File: src/rtl/led_status_manager_pkg.sv
// Shared types and constants for the board LED status manager and its error channels.
// Optional build macro: LED_DIM_EN (PWM dimming of steady LEDs).
package led_mgr_pkg;

    typedef enum logic [1:0] {
        OFF   = 2'b00,
        BLINK = 2'b01,
        ON    = 2'b10
    } chan_state_t;

    localparam logic MODE_STATUS = 1'b0;
    localparam logic MODE_DEBUG  = 1'b1;
    localparam int   PWM_W       = 4;

endpackage

File: src/rtl/led_err_channel.sv
// One sticky error channel: blinks for HOLD_CYC cycles after each new error, then stays lit.
// Optional build macro: LED_DIM_EN adds the dim_on gate applied to the steady state.
module led_err_channel
    import led_mgr_pkg::*;
#(
    parameter int HOLD_CYC = 150000000
) (
    input  logic clk,
    input  logic rst,
    input  logic set,
    input  logic clear,
    input  logic phase,
`ifdef LED_DIM_EN
    input  logic dim_on,
`endif
    output logic led,
    output logic active
);

    localparam int HW = $clog2(HOLD_CYC + 1);
    localparam logic [HW-1:0] HOLD_LOAD = HW'(HOLD_CYC - 1);

    chan_state_t   state_q, state_d;
    logic [HW-1:0] hold_q, hold_d;

    // Next state: clear beats a simultaneous set; a set always restarts the blink window.
    always_comb begin
        state_d = state_q;
        hold_d  = hold_q;
        if (clear) begin
            state_d = OFF;
            hold_d  = {HW{1'b0}};
        end else if (set) begin
            state_d = BLINK;
            hold_d  = HOLD_LOAD;
        end else begin
            case (state_q)
                OFF:   state_d = OFF;
                BLINK: begin
                    if (hold_q == {HW{1'b0}}) begin
                        state_d = ON;
                    end else begin
                        hold_d = hold_q - HW'(1);
                    end
                end
                ON:    state_d = ON;
                default: begin
                    state_d = OFF;
                    hold_d  = {HW{1'b0}};
                end
            endcase
        end
    end

    // State and hold counter registers.
    always_ff @(posedge clk or negedge rst) begin
        if (!rst) begin
            state_q <= OFF;
            hold_q  <= {HW{1'b0}};
        end else begin
            state_q <= state_d;
            hold_q  <= hold_d;
        end
    end

    // LED value for this channel; the top level registers it.
    always_comb begin
        led    = 1'b0;
        active = (state_q != OFF);
        case (state_q)
            OFF:   led = 1'b0;
            BLINK: led = phase;
`ifdef LED_DIM_EN
            ON:    led = dim_on;
`else
            ON:    led = 1'b1;
`endif
            default: led = 1'b0;
        endcase
    end

endmodule

File: src/rtl/led_status_manager.sv
// Board LED manager: sticky per-channel error flags with blink-on-new-error, cfg field and debug byte view.
// Optional build macro: LED_DIM_EN (adds DIM_DUTY and PWM dimming of steady channel and cfg LEDs).
module led_status_manager
    import led_mgr_pkg::*;
#(
    parameter int NUM_LEDS   = 16,
    parameter int NUM_ERR_CH = 6,
    parameter int DATA_W     = 8,
    parameter int CFG_W      = 8,
    parameter int BLINK_HALF = 25000000,
    parameter int HOLD_CYC   = 150000000
`ifdef LED_DIM_EN
    ,
    parameter int DIM_DUTY   = 4
`endif
) (
    input  logic                  clk,
    input  logic                  rst,
    input  logic                  debug_sel,
    input  logic [DATA_W-1:0]     data,
    input  logic                  data_valid,
    input  logic [NUM_ERR_CH-1:0] err,
    input  logic                  err_valid,
    input  logic                  err_clear,
    input  logic [CFG_W-1:0]      cfg,
    output logic [NUM_LEDS-1:0]   leds
);

    if ((NUM_ERR_CH + CFG_W > NUM_LEDS) || (DATA_W >= NUM_LEDS)) begin : g_bad_cfg
        $error("led_status_manager: channel/cfg/data fields do not fit in NUM_LEDS");
    end
`ifdef LED_DIM_EN
    if ((DIM_DUTY < 0) || (DIM_DUTY > 15)) begin : g_bad_duty
        $error("led_status_manager: DIM_DUTY must be 0..15");
    end
`endif

    localparam int PW = $clog2(BLINK_HALF + 1);
    localparam logic [PW-1:0] PRE_LAST = PW'(BLINK_HALF - 1);

    logic [PW-1:0]         pre_q, pre_d;
    logic                  phase_q, phase_d;
    logic [DATA_W-1:0]     data_q, data_d;
    logic [CFG_W-1:0]      cfg_q, cfg_d;
    logic [NUM_LEDS-1:0]   leds_q, leds_d;
    logic [NUM_ERR_CH-1:0] chan_led, chan_active;
    logic                  dim_on;

`ifdef LED_DIM_EN
    logic [PWM_W-1:0] pwm_q, pwm_d;

    // Free-running PWM counter for dimming steady LEDs.
    always_comb begin
        pwm_d  = pwm_q + PWM_W'(1);
        dim_on = (pwm_q < PWM_W'(DIM_DUTY));
    end

    // PWM counter register.
    always_ff @(posedge clk or negedge rst) begin
        if (!rst) begin
            pwm_q <= {PWM_W{1'b0}};
        end else begin
            pwm_q <= pwm_d;
        end
    end
`else
    assign dim_on = 1'b1;
`endif

    // Blink prescaler, debug byte capture and cfg sampling.
    always_comb begin
        if (pre_q == PRE_LAST) begin
            pre_d   = {PW{1'b0}};
            phase_d = ~phase_q;
        end else begin
            pre_d   = pre_q + PW'(1);
            phase_d = phase_q;
        end
        if (data_valid) begin
            data_d = data;
        end else begin
            data_d = data_q;
        end
        cfg_d = cfg;
    end

    for (genvar i = 0; i < NUM_ERR_CH; i++) begin : g_chan
        led_err_channel #(
            .HOLD_CYC (HOLD_CYC)
        ) u_chan (
            .clk    (clk),
            .rst    (rst),
            .set    (err_valid & err[i]),
            .clear  (err_clear),
            .phase  (phase_q),
`ifdef LED_DIM_EN
            .dim_on (dim_on),
`endif
            .led    (chan_led[i]),
            .active (chan_active[i])
        );
    end

    // View mux: debug_sel is used unregistered so a mode change lands on the next edge.
    always_comb begin
        leds_d = {NUM_LEDS{1'b0}};
        if (debug_sel == MODE_STATUS) begin
            leds_d[NUM_ERR_CH-1:0]      = chan_led;
            leds_d[NUM_LEDS-1 -: CFG_W] = cfg_q & {CFG_W{dim_on}};
        end else begin
            leds_d[DATA_W-1:0]  = data_q;
            leds_d[NUM_LEDS-1]  = |chan_active;
        end
    end

    // State and output registers.
    always_ff @(posedge clk or negedge rst) begin
        if (!rst) begin
            pre_q   <= {PW{1'b0}};
            phase_q <= 1'b0;
            data_q  <= {DATA_W{1'b0}};
            cfg_q   <= {CFG_W{1'b0}};
            leds_q  <= {NUM_LEDS{1'b0}};
        end else begin
            pre_q   <= pre_d;
            phase_q <= phase_d;
            data_q  <= data_d;
            cfg_q   <= cfg_d;
            leds_q  <= leds_d;
        end
    end

    assign leds = leds_q;

endmodule

File: config.mk
export PLATFORM = sky130hd
export DESIGN_NAME = led_status_manager
export DESIGN_NICKNAME = d
export VERILOG_FILES = /design/src/rtl/led_status_manager_pkg.sv /design/src/rtl/led_err_channel.sv /design/src/rtl/led_status_manager.sv
export SDC_FILE = /design/constraint.sdc
export NUM_CORES = 1
export LEC_CHECK = 0
export CAP_MARGIN = 20
export CORE_ASPECT_RATIO = 1.4
export CORE_MARGIN = 2
export CORE_UTILIZATION = 64
export CTS_CLUSTER_SIZE = 25
export DETAILED_ROUTE_END_ITERATION = 8
export GPL_TIMING_DRIVEN = 0
export PLACE_DENSITY = 0.83
export RECOVER_POWER = 25
export SLEW_MARGIN = 20
export SYNTH_ARGS = -nofsm -noshare
export SYNTH_HDL_FRONTEND = slang
export SYNTH_SLANG_ARGS = --single-unit
File: constraint.sdc
create_clock -name clk -period 7.9 [get_ports clk]
set_input_delay 2.37 -clock clk [delete_from_list [all_inputs] [get_ports clk]]
set_output_delay 2.37 -clock clk [all_outputs]
set_load 0.03 [all_outputs]
==> flow_summary.json <==
{
  "clock_path_buffers": 3,
  "hold_buffers": 0,
  "finalPower_w": 0.003283,
  "avgViaCountPerCell": 6.474,
  "synth_edf_count": 0,
  "clkLatencyLatePin_ps": 530,
  "drtAntennaViolNets": 0,
  "ys_types": 70,
  "core_area_mm2": 0.01992,
  "period_share": 0.6600,
  "fmax_mhz": 191.8,
  "dpl_worst_slack_ps": 2359,
  "die-area_mm2": 0.02147,
  "cts_buffers": 24,
  "syn_area_mm2": 0.01299,
  "finalHoldViolations": 0,
  "cts.htree.levels": 1,
  "drt_iter0_drc": 1046,
  "maxCapViolCount": 0,
  "slew_headroom": 0.3467,
  "worst_slew_pin_slew_ps": 966.3,
  "ir_worst_vdd_mv": 0.1891,
  "outcome": "finished clean",
  "clkPwrFrac": 0.362,
  "internal-power_w": 0.002271,
  "drt_wl_total_um": 32360,
  "finalSetupTns_ps": 0,
  "leakage_nw": 6.239,
  "die_h_um": 172.6,
  "power_density_mw_per_mm2": 224.8,
  "synthCells": 1450,
  "drt_pre_antenna_iters": 6,
  "area_growth_pct": 12.42,
  "setup_ws_ps": 2686,
  "clock_sinks": 238,
  "grt_usage": 0.2989,
  "vias": 11580,
  "std_cell_rows": 61,
  "grt_max_degree": 86,
  "initial_core_util": 0.6521,
  "routabilityCongestion": 0.9714,
  "synth-main-ff-cell": "dfrtp_1",
  "fin_area_mm2": 0.01460,
  "p_sw_w": 0.001012,
  "rsz0062_at_grt": "false",
  "dp.final_hpwl_um": 22500,
  "cts_tree": "built",
  "fin_worst_skew_ps": 14.19,
  "grt_pass1_vias": 11330,
  "comb_power_share": 0.214,
  "fin_crit_ps": 5214,
  "nNetsFinal": 1579,
  "endpoint_kind": "flop",
  "yosys_warnings": 0,
  "placed_cell_area_mm2": 0.01379,
  "port_buffers": 41,
  "cts_root_buf": "clkbuf_16",
  "critPathArrivalTime_ps": 5650,
  "avgSynthCellArea_um2": 8.959,
  "cts-resized-gates": 0,
  "grt_pass1_wl_um": 54400,
  "nFillCells": 1464,
  "synth-seq-cells": 238,
  "antenna_cells": 0,
  "final_max_slew_viol_count": 0,
  "syn-num-nets": 1509,
  "cts_setup_buffers": 0,
  "worst_hold_path_type": "reg2reg",
  "p_seq_frac": 0.424,
  "setup_violations": 0,
  "p_sw_frac": 0.3082,
  "cp-start-kind": "input port",
  "antenna_found_initial": 0,
  "crit_path_max_fanout": 10,
  "grt_overflow": 0,
  "synthArstFlopShare": 1.000,
  "path_class": "in2reg",
  "path_clk_slew_ps": 60,
  "ys_seq_area_frac": 0.4585,
  "drc_errors": 0,
  "drive_gt1_frac": 0.05599,
  "required_ps": 8330,
  "io_pins": 44,
  "die_w_um": 124.4,
  "wl_per_cell_um": 18.10
}
layer usage:
layer / vias up / share of wire / track usage
li1: 5395 / - / -
met1: 5625 / 0.41 / 0.3811
met2: 461 / 0.50 / 0.5157
met3: 94 / 0.060 / 0.03651
met4: 0 / 0.035 / 0.1278
met5: - / 0 / 0
kinds of logic after synthesis:
kind of cell             count (synthesis)  synth area share
AND/OR/NAND/NOR                        605            0.2393
AO/OA/AOI/OAI                          380            0.1784
flip-flops                             238            0.4585
buffers and inverters                  110           0.03390
XOR/XNOR                                74           0.04989
adder cells (fa/ha/maj)                 31           0.02986
multiplexers                            12           0.01021
registers in the layout (all words and copies together) (netlist names):
register,flops
cfg_q,8
data_q,8
leds,16
g_chan.u_chan.state_q,12
g_chan.u_chan.hold_q,168
pre_q,25
phase_q,1
stage by stage:
step / utilization / std cells / hold slack, ps
final: 0.7331 / 1788 / 455.0
after detailed placement: 0.6922 / 1746 / 451.7
after global routing: 0.7331 / 1788 / 467.0
after CTS: 0.7336 / 1788 / 460.3
after floorplan: - / 1450 / 424.5
after global placement: 0.6885 / 1743 / 439.3
path summary, 6_finish.rpt:
| kind | cells past startpoint | slack, ps | end | start |
|---|---|---|---|---|
| min | 1 | 450 | pre_q[0]$_DFF_PN0_ | pre_q[0]$_DFF_PN0_ |
| max in group asynchronous | 3 | 4900 | pre_q[12]$_DFF_PN0_ | rst |
| min reg2reg | 1 | 450 | pre_q[0]$_DFF_PN0_ | pre_q[0]$_DFF_PN0_ |
| min in group asynchronous | 1 | 1830 | g_chan[4].u_chan.hold_q[11]$_DFFE_PN0P_ | rst |
| max | 8 | 2690 | g_chan[1].u_chan.hold_q[1]$_DFFE_PN0P_ | err_valid |
| max reg2reg | 7 | 4820 | g_chan[1].u_chan.hold_q[18]$_DFFE_PN0P_ | g_chan[1].u_chan.hold_q[1]$_DFFE_PN0P_ |
area by class of cell:
| cell class | count | area, um^2 | share of cell area |
|---|---|---|---|
| buffer | 65 | 271.5 | 0.01859 |
| sequential | 238 | 5956 | 0.4078 |
| tap | 252 | 315.3 | 0.02159 |
| clock buffer | 34 | 729.5 | 0.04995 |
| timing repair buffer | 44 | 474.2 | 0.03247 |
| clock inverter | 8 | 93.84 | 0.006426 |
| multi-input combinational | 1102 | 6594 | 0.4515 |
| inverter | 45 | 168.9 | 0.01157 |
Yosys cell counts, drive strengths merged (23+ instances only):
master	instances	area (um^2)
xnor2	49	429.2
nor4	33	206.5
inv	45	168.9
ha	31	387.9
nor3	72	365.3
nand2	75	284.0
xor2	25	219.0
nor2	198	743.2
or3	37	236.5
clkbuf	57	214.0
nand3	32	160.2
nand2b	28	175.2
o21ai	151	755.7
a21oi	96	480.5
a31oi	23	143.9
dfrtp	238	5956
cell usage in the layout, fill, tap and decap left out, drive strengths merged, types with 6 or more instances in the layout:
cell type,instances
dfrtp,238
nor2,198
o21ai,151
a21oi,96
clkbuf,92
nand2,75
nor3,72
xnor2,49
inv,45
or3,37
nor4,33
nand3,32
clkdlybuf4s50,32
ha,31
nand2b,28
xor2,25
a31oi,23
nand4,22
or4,19
nor2b,18
and2,18
o311ai,17
or2,16
o211ai,12
nor4b,11
o31ai,11
buf,11
mux2,10
a2111oi,10
a21o,9
dlygate4sd3,8
a211oi,7
o41ai,7
and4,6
o21bai,6
clkinv,6
power by group through the flow:
stage	Clock (W)	Sequential (W)	Combinational, W
5_1_grt	0.00125	0.00141	0.000777
2_1_floorplan	0	0.00140	0.000488
3_5_place_dp	0	0.00141	0.000685
4_1_cts	0.00120	0.00139	0.000692
6_report	0.00119	0.00139	0.000702
3_3_place_gp	0	0.00141	0.000666
worst max-delay path, stage by stage:
cell             delay, ps
clkdlybuf4s50_1        760
clkbuf_1               560
nor2b_1                650
and2_1                 220
clkbuf_1               340
clkbuf_1               450
nor3_1                 120
a21oi_1                170
Note: power is estimated with default switching activity, not from simulation.
